==> config.mk <==
export PLATFORM = sky130hd
export DESIGN_NAME = hazard_ctrl
export DESIGN_NICKNAME = d
export VERILOG_FILES = /design/src/rtl/cpu_defs.sv /design/src/rtl/md_seq.sv /design/src/rtl/hazard_ctrl.sv
export SDC_FILE = /design/constraint.sdc
export NUM_CORES = 1
export LEC_CHECK = 0
export ABC_AREA = 1
export CAP_MARGIN = 0
export CORE_ASPECT_RATIO = 0.8
export CORE_MARGIN = 2
export CORE_UTILIZATION = 25
export DETAILED_ROUTE_END_ITERATION = 12
export GPL_ROUTABILITY_DRIVEN = 0
export GPL_TIMING_DRIVEN = 0
export SETUP_SLACK_MARGIN = 0.15
export SYNTH_ARGS = -nofsm -noshare
export SYNTH_HDL_FRONTEND = slang
export SYNTH_SLANG_ARGS = --single-unit
==> constraint.sdc <==
create_clock -name clk -period 1.38 [get_ports clk]
set_input_delay 0.276 -clock clk [delete_from_list [all_inputs] [get_ports clk]]
set_output_delay 0.276 -clock clk [all_outputs]
set_load 0.03 [all_outputs]
==> src/rtl/cpu_defs.sv <==
// Shared CPU definitions for the ID-stage hazard logic.
//   - WB_* writeback source codes carried with each in-flight writer
//   - md_state_e : mult/div sequencer state encoding
//   - sb_entry_t : one scoreboard entry (EX or MEM writer)
//   - sb_match() : does an entry write a given (non-zero) register
package cpu_defs;

  localparam logic [2:0] WB_ALU = 3'b001;
  localparam logic [2:0] WB_RS  = 3'b010;
  localparam logic [2:0] WB_RAM = 3'b011;
  localparam logic [2:0] WB_HI  = 3'b100;
  localparam logic [2:0] WB_LO  = 3'b101;
  localparam logic [2:0] WB_PC8 = 3'b110;

  typedef enum logic [1:0] {
    IDLE     = 2'b00,
    MUL_BUSY = 2'b01,
    DIV_BUSY = 2'b10
  } md_state_e;

  typedef struct packed {
    logic       v;
    logic       we;
    logic [4:0] wd;
    logic [2:0] wsel;
  } sb_entry_t;

  // $0 is hard-wired to zero, so a write to it never creates a dependency.
  function automatic logic sb_match(input sb_entry_t e, input logic [4:0] r);
    return e.v & e.we & (e.wd == r) & (r != 5'd0);
  endfunction

endpackage

==> src/rtl/md_seq.sv <==
// Mult/div sequencer: tracks how long the multi-cycle HI/LO unit is busy.
// Ports:
//   clk, resetn        clock, asynchronous active-low reset
//   id_valid           ID holds a real instruction
//   id_rf_wsel         ID writeback source (HI/LO reads stall while busy)
//   id_is_mult/div     ID holds MULT(U)/DIV(U)
//   id_hilo_wr         ID holds MTHI/MTLO
//   load_use           load-use stall this cycle (blocks a new start)
//   md_start           one-cycle start pulse
//   md_busy            unit busy
//   md_hazard          ID instruction must wait for the unit
module md_seq
  import cpu_defs::*;
#(
  parameter int unsigned DIV_CYCLES = 32,
  parameter int unsigned MUL_CYCLES = 4,
  parameter int unsigned CNT_W      = 6
) (
  input  logic       clk,
  input  logic       resetn,
  input  logic       id_valid,
  input  logic [2:0] id_rf_wsel,
  input  logic       id_is_mult,
  input  logic       id_is_div,
  input  logic       id_hilo_wr,
  input  logic       load_use,
  output logic       md_start,
  output logic       md_busy,
  output logic       md_hazard
);

  localparam logic [CNT_W-1:0] DIV_LOAD = CNT_W'(DIV_CYCLES - 1);
  localparam logic [CNT_W-1:0] MUL_LOAD = CNT_W'(MUL_CYCLES - 1);

  md_state_e        state_q, state_d;
  logic [CNT_W-1:0] cnt_q, cnt_d;

  always_ff @(posedge clk or negedge resetn) begin
    if (!resetn) begin
      state_q <= IDLE;
      cnt_q   <= '0;
    end else begin
      state_q <= state_d;
      cnt_q   <= cnt_d;
    end
  end

  assign md_busy   = (state_q != IDLE);
  assign md_hazard = md_busy & id_valid &
                     ((id_rf_wsel == WB_HI) | (id_rf_wsel == WB_LO) |
                      id_is_mult | id_is_div | id_hilo_wr);

  always_comb begin
    state_d  = state_q;
    cnt_d    = cnt_q;
    md_start = 1'b0;
    case (state_q)
      IDLE: begin
        // In IDLE the only stall source is load-use, so ~load_use == ~stall_id.
        // resetn gating keeps the pulse low while reset is held.
        if (resetn & id_valid & (id_is_mult | id_is_div) & ~load_use) begin
          md_start = 1'b1;
          if (id_is_div) begin
            state_d = DIV_BUSY;
            cnt_d   = DIV_LOAD;
          end else begin
            state_d = MUL_BUSY;
            cnt_d   = MUL_LOAD;
          end
        end
      end
      MUL_BUSY, DIV_BUSY: begin
        if (cnt_q == '0) begin
          state_d = IDLE;
        end else begin
          cnt_d = cnt_q - 1'b1;
        end
      end
      default: begin
        state_d = IDLE;
        cnt_d   = '0;
      end
    endcase
  end

endmodule

==> src/rtl/hazard_ctrl.sv <==
// ID-stage hazard controller.
// Keeps a two-entry scoreboard (EX, MEM) of in-flight register writers,
// drives forwarding hazard flags, load-use stalls and mult/div sequencing.
// Ports:
//   clk, resetn                     clock, asynchronous active-low reset
//   id_*                            decoded fields of the ID instruction
//   id_ex_* / id_mem_*              hazard flags for the ID forwarding mux
//   stall_if, stall_id, bubble_ex   pipeline hold / bubble controls
//   md_start, md_busy               mult/div unit control and status
module hazard_ctrl
  import cpu_defs::*;
#(
  parameter int unsigned DIV_CYCLES = 32,
  parameter int unsigned MUL_CYCLES = 4,
  parameter int unsigned CNT_W      = 6
) (
  input  logic       clk,
  input  logic       resetn,
  input  logic       id_valid,
  input  logic [4:0] id_rs,
  input  logic [4:0] id_rt,
  input  logic       id_use_rs,
  input  logic       id_use_rt,
  input  logic       id_rf_we,
  input  logic [4:0] id_rf_wd,
  input  logic [2:0] id_rf_wsel,
  input  logic       id_is_mult,
  input  logic       id_is_div,
  input  logic       id_hilo_wr,
  output logic       id_ex_hazard_mem,
  output logic       id_ex_rs_hazard_reg,
  output logic       id_ex_rt_hazard_reg,
  output logic       id_mem_rs_hazard_mem,
  output logic       id_mem_rs_hazard_reg,
  output logic       id_mem_rt_hazard_mem,
  output logic       id_mem_rt_hazard_reg,
  output logic       stall_if,
  output logic       stall_id,
  output logic       bubble_ex,
  output logic       md_start,
  output logic       md_busy
);

  sb_entry_t ex_q, ex_d, mem_q;
  logic      ex_rs_m, ex_rt_m, mem_rs_m, mem_rt_m;
  logic      ex_is_load, mem_is_load;
  logic      load_use, md_hazard, stall;

  always_ff @(posedge clk or negedge resetn) begin
    if (!resetn) begin
      ex_q  <= '0;
      mem_q <= '0;
    end else begin
      ex_q  <= ex_d;
      mem_q <= ex_q;
    end
  end

  // A stalled ID instruction stays in ID, so EX receives a bubble.
  always_comb begin
    ex_d = '0;
    if (id_valid & ~stall) begin
      ex_d = '{v: 1'b1, we: id_rf_we, wd: id_rf_wd, wsel: id_rf_wsel};
    end
  end

  assign ex_rs_m     = sb_match(ex_q, id_rs) & id_use_rs;
  assign ex_rt_m     = sb_match(ex_q, id_rt) & id_use_rt;
  // The younger EX writer hides the MEM writer of the same source.
  assign mem_rs_m    = sb_match(mem_q, id_rs) & id_use_rs & ~ex_rs_m;
  assign mem_rt_m    = sb_match(mem_q, id_rt) & id_use_rt & ~ex_rt_m;
  assign ex_is_load  = (ex_q.wsel == WB_RAM);
  assign mem_is_load = (mem_q.wsel == WB_RAM);

  assign id_ex_hazard_mem     = id_valid & (ex_rs_m | ex_rt_m) & ex_is_load;
  assign id_ex_rs_hazard_reg  = id_valid & ex_rs_m & ~ex_is_load;
  assign id_ex_rt_hazard_reg  = id_valid & ex_rt_m & ~ex_is_load;
  assign id_mem_rs_hazard_mem = id_valid & mem_rs_m & mem_is_load;
  assign id_mem_rs_hazard_reg = id_valid & mem_rs_m & ~mem_is_load;
  assign id_mem_rt_hazard_mem = id_valid & mem_rt_m & mem_is_load;
  assign id_mem_rt_hazard_reg = id_valid & mem_rt_m & ~mem_is_load;

  assign load_use  = id_ex_hazard_mem;
  assign stall     = load_use | md_hazard;
  assign stall_if  = stall;
  assign stall_id  = stall;
  assign bubble_ex = stall;

  md_seq #(
    .DIV_CYCLES(DIV_CYCLES),
    .MUL_CYCLES(MUL_CYCLES),
    .CNT_W     (CNT_W)
  ) u_md_seq (
    .clk       (clk),
    .resetn    (resetn),
    .id_valid  (id_valid),
    .id_rf_wsel(id_rf_wsel),
    .id_is_mult(id_is_mult),
    .id_is_div (id_is_div),
    .id_hilo_wr(id_hilo_wr),
    .load_use  (load_use),
    .md_start  (md_start),
    .md_busy   (md_busy),
    .md_hazard (md_hazard)
  );

endmodule

# Yosys cells after proc, flatten, opt, wreduce, memory -nomap -nowiden
# Cells that the tools add are included.
word_totals:
  ff_bits: 28
  inputBits: 27
classes:
  add_sub_neg: 1
  eq_ne: 13
  muxes: 11
  n_bitwise: 47
  n_reduce_logical: 8
ops:
  columns: ["operator", "count"]
  rows:
  - ["1-bit AND", 34]
  - ["5-bit == test", 4]
  - ["6-bit 2-to-1 mux", 2]
  - ["6-bit one-hot mux with 2 select lines", 1]
  - ["10-bit 2-to-1 mux", 1]
  - ["5-bit nonzero test", 2]
  - ["1-bit bitwise OR", 7]
  - ["3-bit by 2-bit == test with 1-bit output (second input constant)", 2]
  - ["3-bit == test (second input constant)", 2]
  - ["6-bit logical NOT", 1]
  - ["2-bit 2-to-1 mux", 3]
  - ["1-bit inverter", 6]
  - ["6-bit by 1-bit subtractor with 6-bit output (second input constant)", 1]
  - ["5-bit 2-to-1 mux", 1]
  - ["2-bit by 1-bit != test with 1-bit output (second input constant)", 2]
  - ["2-bit one-hot mux with 2 select lines", 1]
  - ["2-bit AND reduction", 2]
  - ["2-bit by 1-bit == test with 1-bit output (second input constant)", 1]
  - ["2-bit == test (second input constant)", 1]
  - ["2-bit logical NOT", 1]
  - ["1-bit 2-to-1 mux", 2]
  - ["2-bit != test (second input constant)", 1]
  - ["2-bit nonzero test", 1]
  - ["2-bit OR reduction", 1]

# Depth between registers and ports, before layout
# Gate-level depths: netlist of run 1.
logic_depth:
  word_depth: 11
  mapped_depth: 13
  depth_no_buf: 13

# Cells and area by module
# Synthesis of run 1 repeated with hierarchy kept, for this count alone.
hier_totals:
  cells_unflattened: 220
  hier_area_um2: 1666.6
modules_own_cells:
  columns: ["mod", "n_inst", "cells_each", "area_each_um2", "seq_area_each_um2"]
  rows:
  - ["hazard_ctrl", 1, 138, 1043.5, 500.5]
  - ["md_seq", 1, 82, 623.1, 200.2]

# Least setup slack after synthesis of run 1
# OpenSTA, ideal clock, no wires.
synth_path:
  kind: "register to output"
  from: "register u_md_seq.state_q[0]"
  to: "output port stall_id"
  t_arrival_ps: 1634
  required_ps: 1104
  path_slack_ps: -530
  path_stages_with_launch: 7
  path_buffers: 1
  path_cell_list: "dfrtp_1 inv_1 ha_1 inv_1 nand3_1 nand2_1 buf_4"
synth_between:
  elab_chain_len: 4
synth_rtl:
  columns: ["item", "line_no", "source"]
  rows:
  - ["from (decl)", "md_seq.sv:35", "md_state_e state_q, state_d;"]
  - ["from (signal assigned)", "md_seq.sv:43", "state_q <= state_d;"]
  - ["2-bit nonzero test", "md_seq.sv:48", "assign md_busy = (state_q != IDLE);"]
  - ["via md_busy", "hazard_ctrl.sv:41", "output logic md_busy"]
  - ["1-bit AND (2 in a row)", "md_seq.sv:49", "assign md_hazard = md_busy & id_valid &"]
  - ["1-bit bitwise OR", "hazard_ctrl.sv:84", "assign stall = load_use | md_hazard;"]
  - ["to (decl)", "hazard_ctrl.sv:38", "output logic stall_id,"]
# The timed path passes the listed nets, and every way through them passes these cells.

# Final worst setup path of run 1
layout_path:
  from: "register ex_q[4] (netlist bit)"
  to: "output port stall_id"
layout_between:
  elab_chain_len: 8
layout_rtl:
  columns: ["item", "line_no", "source"]
  rows:
  - ["from (decl)", "hazard_ctrl.sv:44", "sb_entry_t ex_q, ex_d, mem_q;"]
  - ["from (signal assigned)", "hazard_ctrl.sv:51", "ex_q <= '0;"]
  - ["from (signal assigned)", "hazard_ctrl.sv:54", "ex_q <= ex_d;"]
  - ["5-bit == test", "cpu_defs.sv:30", "return e.v & e.we & (e.wd == r) & (r != 5'd0);"]
  - ["1-bit AND (2 in a row)", "cpu_defs.sv:30", null]
  - ["1-bit AND (on tied branches)", "hazard_ctrl.sv:67, hazard_ctrl.sv:68", null]
  - ["1-bit bitwise OR *", "hazard_ctrl.sv:75", "assign id_ex_hazard_mem = id_valid & (ex_rs_m | ex_rt_m) & ex_is_load;"]
  - ["1-bit AND * (2 in a row)", "hazard_ctrl.sv:75", null]
  - ["1-bit bitwise OR *", "hazard_ctrl.sv:84", null]
# Mark *: on every way between the ends. The rest lies on a longest branch, timed or not.

==> results of run 1 <==
==> worst max-delay path: cells and delay by family (launching register included) <==
kind | cells | cell delay (ns)
simple gates | 6 | 0.62
flops | 1 | 0.42
buf+inv | 2 | 0.20
xor+xnor | 1 | 0.15
==> Yosys cell counts (all sizes together) (2+ instances only) <==
| library cell | n |
|---|---|
| nand3 | 20 |
| inv | 37 |
| xor2 | 5 |
| ha | 3 |
| buf | 3 |
| nor2 | 36 |
| nand2 | 54 |
| xnor2 | 6 |
| nor3 | 2 |
| o22ai | 3 |
| dfrtp | 28 |
| nand4 | 4 |
| a21oi | 5 |
| or2 | 2 |
| o21ai | 3 |
==> metrics by stage <==
step,setup TNS (ns),util,area (µm²)
6_report,-10.76,0.385,2450
2_1_floorplan,-1.19,-,1760
4_1_cts,-11.13,0.373,2380
3_3_place_gp,-42.42,0.350,2230
3_5_place_dp,-42.80,0.350,2230
5_1_grt,-14.21,0.385,2450
==> repair_timing <==
action                                  4_1_cts  5_1_grt
hold buffers                                  0        0
endpoints found under the hold margin         0        0
gates cloned                                  0        1
endpoints found under the setup margin       58       30
pin swaps                                    18       12
gates resized for setup                     107       15
setup buffers                                 6        4
==> flip-flops by register name, summed over array words and instances, names as in the netlist <==
signal            flops
ex_q                 10
mem_q                10
u_md_seq.cnt_q        6
u_md_seq.state_q      2
==> cells by family (layout without fill, tap and decap cells) <==
logic type,after synthesis,count (layout),synth area share
AND/OR/NAND/NOR,119,120,0.343
XOR/XNOR,11,11,0.0584
buffers and inverters,40,91,0.0978
flip-flops,28,28,0.425
adder cells (fa/ha/maj),3,3,0.0227
AO/OA/AOI/OAI,15,15,0.0538
==> cell type report <==
cell class	instances	area, µm²	area share
Sequential cell	28	701	0.285
Timing Repair Buffer	47	438	0.178
Tap cell	84	105	0.0428
Clock buffer	4	55.1	0.0224
Buffer	3	37.5	0.0153
Multi-Input combinational cell	149	975	0.397
Inverter	37	144	0.0586
==> layer usage <==
layer,global-route usage,wire length (µm),share of wire
met1,0.163,2030,0.49
met2,0.194,1970,0.47
met3,0.0177,111,0.027
met4,0.0435,65,0.016
met5,0,0,0
==> power groups by stage <==
stage,combinational (mW),clock (mW),sequential [mW]
after floorplan,1.15,0,1.14
after global placement,1.51,0,1.17
after detailed placement,1.53,0,1.17
after CTS,1.68,0.541,1.16
after global routing,2.05,0.567,1.20
final,1.84,0.516,1.17
==> worst paths after layout <==
check	endpoint	slack, ns	cells after the start
max reg2reg	u_md_seq.cnt_q[0]	-0.37	13
min in group clk	mem_q[9]	0.38	0
max	stall_id	-0.57	9
max in group asynchronous	mem_q[6]	0.95	1
min	u_md_seq.cnt_q[2]	0.01	1
min reg2reg	mem_q[9]	0.38	0
==> impl_metrics.json, run 1 <==
{
  "final.fill_count": 663,
  "ys_dominant_reg_cell": "sky130_fd_sc_hd__dfrtp_1",
  "power_switching_mw": 1.49,
  "number_of_clock_sinks": 28,
  "crit_chain": "xnor2_1, nand2_1, nor2_2, nand3_2, nand2_2, nand2_4, nand2_8, buf_6, buf_6",
  "detailroute.via_count": 1522,
  "power_density_of_the_placed_cells_nw_per_um2": 1440,
  "floorplan.die_area_um2": 7270,
  "setup_slack_ns": -0.572,
  "worst_setup_hold_path_clk_slew_ns": 0.10,
  "rsz0062_at_grt": "true",
  "clockPowerShare": 0.146,
  "crit_arrival_ns": 1.68,
  "dr.pass1.iters": 4,
  "slowest_stage_cell_crit_path": "sky130_fd_sc_hd__dfrtp_1",
  "share_of_total_power_in_combinational_logic": 0.522,
  "dp_hpwl_um": 3020,
  "cell_internal_pwr_mw": 2.04,
  "die_height_um": 76.7,
  "cts_root_buffer": "sky130_fd_sc_hd__clkbuf_8",
  "drc_violations_left": 0,
  "global_route_wire_length_before_repair_um": 6960,
  "io_buffer_count": 37,
  "hold_class": "primary input to async pin",
  "design.final.nets": 299,
  "detail_route.iter0.violations": 85,
  "dpl_worst_slack_ns": -1.83,
  "clk-insertion-delay-late_ns": 0.28,
  "area_growth_syn_to_layout_pct": 48.7,
  "netlist_top_cells_area": "sky130_fd_sc_hd__dfrtp_1, sky130_fd_sc_hd__nand2_1, sky130_fd_sc_hd__inv_1",
  "max_cap_violations": 0,
  "layout-drive-gt1-share": 0.317,
  "timing_hold_violations_final": 0,
  "cts_htree_levels": 1,
  "post_route_worst_hold_slack_ns": 0.0149,
  "post_drt_via_cell_ratio": 4.32,
  "netlist_instances": 216,
  "worst-endpoint-required_ns": 1.10,
  "power.switching_fraction": 0.422,
  "layout_common_cells": "sky130_fd_sc_hd__nand2_1, sky130_fd_sc_hd__inv_1, sky130_fd_sc_hd__dfrtp_1",
  "setup_violations": 30,
  "synth-edff-count": 0,
  "synthesis.area_per_instance_um2": 7.64,
  "finalMaxSlewViolations": 0,
  "totalWireLength_um": 4180,
  "synth_warnings": 0,
  "postSynthNetCount": 246,
  "grt_use_total": 0.120,
  "ys_types": 26,
  "synth_seq_cells": 28,
  "critical_path.endpoint_type": "output port",
  "netlist_area_um2": 1650,
  "share_of_the_synthesized_area_in_the_top_cell_type": 0.425,
  "fin_total_pwr_mw": 3.53,
  "vdd.ir_drop.worst_uv": 577,
  "failed_checks": "negative setup slack",
  "yosysSeqAreaShare": 0.425,
  "start_util": 0.259,
  "die_x_um": 94.8,
  "grt_pass1_vias": 1535,
  "worstSetupStartpointType": "flop",
  "place_inst": 337,
  "relSlewSlack": 0.566,
  "detail-route-antenna-nets": 0,
  "placementRows": 26,
  "final.setup_skew_ns": 0.00568,
  "crit_type": "flop to output port",
  "yosysTopAreaCell": "sky130_fd_sc_hd__dfrtp_1",
  "antenna_cells_inserted": 0,
  "layout_commonest_cell": "sky130_fd_sc_hd__nand2_1",
  "post_layout_nonfiller_instances": 352,
  "antenna_violations_before_repair": 0,
  "grt_max_degree": 30,
  "crit_path_from": "ex_q[4]",
  "status": "finished with violations",
  "worst_tran_pin_value_ns": 0.650,
  "clock.fmax_mhz": 512,
  "avgRoutedWirePerCell_um": 11.9,
  "cp_common_cell": "sky130_fd_sc_hd__buf_6",
  "tritoncts": "built",
  "coreArea_um2": 6380,
  "period_needed_ns": 1.95,
  "cts-buffers-inserted": 3,
  "boundaryPins": 39,
  "pwr-share-seq": 0.332,
  "critical_path.max_stage_delay_ns": 0.42,
  "final_min_period_over_clock_period": 1.41,
  "cts.path.max_buffers": 2,
  "power.static_leakage_nw": 1.19,
  "worst-path-max-fanout": 4,
  "synth-async-reset-ratio": 1.00,
  "grt_overflow_total": 0,
  "timing.rr.start": "ex_q[4]"
}
No activity file was read; power rests on OpenSTA's default activity.
==> run 2, diff against run 1 <==
--- a/config.mk
+++ b/config.mk
@@ -6,13 +6,15 @@
 export NUM_CORES = 1
 export LEC_CHECK = 0
 export ABC_AREA = 1
+export ABC_CLOCK_PERIOD_IN_PS = 1380
 export CAP_MARGIN = 0
 export CORE_ASPECT_RATIO = 0.8
 export CORE_MARGIN = 2
-export CORE_UTILIZATION = 25
+export CORE_UTILIZATION = 45
 export DETAILED_ROUTE_END_ITERATION = 12
 export GPL_ROUTABILITY_DRIVEN = 0
 export GPL_TIMING_DRIVEN = 0
+export PLACE_DENSITY = 0.76
 export SETUP_SLACK_MARGIN = 0.15
 export SYNTH_ARGS = -nofsm -noshare
 export SYNTH_HDL_FRONTEND = slang
==> impl_metrics.json, run 2 (synthesis results as in run 1) <==
{
  "detailroute.via_count": 1598,
  "final_min_period_over_clock_period": 1.43,
  "avgRoutedWirePerCell_um": 13.3,
  "setup_slack_ns": -0.596,
  "grt_overflow_total": 0,
  "worst-endpoint-required_ns": 1.10,
  "design.final.nets": 304,
  "cts-buffers-inserted": 3,
  "boundaryPins": 39,
  "detail-route-antenna-nets": 0,
  "post_drt_via_cell_ratio": 5.07,
  "grt_pass1_vias": 1515,
  "crit_arrival_ns": 1.70,
  "timing.rr.start": "ex_q[6]",
  "cts_htree_levels": 1,
  "antenna_violations_before_repair": 0,
  "vdd.ir_drop.worst_uv": 1080,
  "regs_by_ff_count": "ex_q (10), mem_q (10), u_md_seq.cnt_q (6)",
  "failed_checks": "negative setup slack",
  "hold_class": "primary input to async pin",
  "layout_common_cells": "sky130_fd_sc_hd__nand2_1, sky130_fd_sc_hd__inv_1, sky130_fd_sc_hd__dfrtp_1",
  "crit_chain": "a21oi_1, nand2_1, nor2_2, nand3_2, nand2_2, nand2_4, nand2_8, buf_6, buf_6",
  "fin_tns_setup_ns": -10.48,
  "number_of_hold_buffers_added_after_cts": 0,
  "dr.pass1.iters": 4,
  "max_cap_violations": 0,
  "power.static_leakage_nw": 1.24,
  "clock.fmax_mhz": 506,
  "power_density_of_the_placed_cells_nw_per_um2": 1550,
  "critical_path.max_stage_delay_ns": 0.44,
  "timing_hold_violations_final": 0,
  "finalMaxSlewViolations": 0,
  "tritoncts": "built",
  "global_route_wire_length_before_repair_um": 6810,
  "cts.path.max_buffers": 2,
  "totalWireLength_um": 4180,
  "clk-insertion-delay-late_ns": 0.28,
  "start_util": 0.475,
  "die_height_um": 58.2,
  "floorplan.die_area_um2": 4170,
  "die_x_um": 71.7,
  "final.setup_skew_ns": 0.00391,
  "io_buffer_count": 37,
  "area_growth_syn_to_layout_pct": 50.2,
  "worst_setup_hold_path_clk_slew_ns": 0.10,
  "final.fill_count": 284,
  "dp_hpwl_um": 2820,
  "status": "finished with violations",
  "worst_tran_pin_value_ns": 0.674,
  "worst-path-max-fanout": 4,
  "crit_type": "flop to output port",
  "critical_path.endpoint_type": "output port",
  "grt_max_degree": 30,
  "final_core_utilization": 0.714,
  "placementRows": 19,
  "cp_common_cell": "sky130_fd_sc_hd__buf_6",
  "cts_root_buffer": "sky130_fd_sc_hd__clkbuf_8",
  "detail_route.iter0.violations": 91,
  "layout_commonest_cell": "sky130_fd_sc_hd__nand2_1",
  "rsz0062_at_grt": "true",
  "post-route-cell-area_um2": 2480,
  "period_needed_ns": 1.98,
  "placed_cell_area_um2": 2180,
  "slowest_stage_cell_crit_path": "sky130_fd_sc_hd__dfrtp_1",
  "grt_use_total": 0.209,
  "drc_violations_left": 0,
  "antenna_cells_inserted": 0,
  "number_of_clock_sinks": 28,
  "post_route_worst_hold_slack_ns": 0.0232,
  "crit_path_from": "ex_q[6]",
  "coreArea_um2": 3470,
  "setup_violations": 30,
  "relSlewSlack": 0.551,
  "worstSetupStartpointType": "flop",
  "layout-drive-gt1-share": 0.344
}
run 2: worst paths after layout:
| check | slack, ns | cells past startpoint | endpoint |
|---|---|---|---|
| hold reg to reg | 0.39 | 0 | mem_q[0] |
| hold / removal | 0.02 | 1 | ex_q[6] |
| setup / recovery | -0.60 | 9 | stall_if |
| setup reg to reg | -0.42 | 13 | u_md_seq.cnt_q[2] |
| max in group asynchronous | 0.93 | 1 | mem_q[7] |
| min in group clk | 0.39 | 0 | mem_q[0] |
run 2: timing repair:
item	CTS	global route
pin swaps	22	21
buffers inserted	14	1
gates cloned	0	1
setup endpoints to repair	58	30
resized for setup	106	25
run 2: metal layers:
| layer | GRT usage | share of wire | wire length [µm] | up-vias |
|---|---|---|---|---|
| li1 | - | - | - | 784 |
| met1 | 0.289 | 0.45 | 1900 | 753 |
| met2 | 0.337 | 0.48 | 1990 | 59 |
| met3 | 0.0591 | 0.065 | 273 | 2 |
| met4 | 0.0296 | 0.0038 | 16 | 0 |
| met5 | 0 | 0 | 0 | - |
run 2: critical path: cells and delay by family (launching register included):
kind	cells	cell delay (ns)
and+or+nand+nor	6	0.61
buffers and inverters	2	0.20
AOI/OAI and AO/OA	1	0.16
DFF	1	0.44
run 2: report_power, final:
group | internal [mW] | switching, mW | leakage (nW)
clock | 0.389 | 0.270 | 0.0357
sequential | 1.00 | 0.186 | 0.361
combinational | 0.863 | 1.12 | 0.841
total | 2.25 | 1.58 | 1.24
run 2: area by class of cell:
| type | instances | area, µm² | share of cell area |
|---|---|---|---|
| clock buffer | 3 | 41.3 | 0.0167 |
| timing repair buffer | 52 | 479 | 0.193 |
| buffer | 3 | 37.5 | 0.0151 |
| sequential | 28 | 701 | 0.283 |
| multi-input combinational | 149 | 993 | 0.401 |
| inverter | 37 | 144 | 0.0581 |
| clock inverter | 1 | 30.0 | 0.0121 |
| tap | 42 | 52.6 | 0.0212 |
run 2: stage by stage:
step	total power [mW]	worst slack, ns	std cells
after floorplan	2.29	-0.115	216
after global placement	2.65	-1.78	295
after detailed placement	2.69	-1.81	295
after CTS	3.60	-0.601	313
after global routing	4.09	-0.679	315
final	3.83	-0.596	315
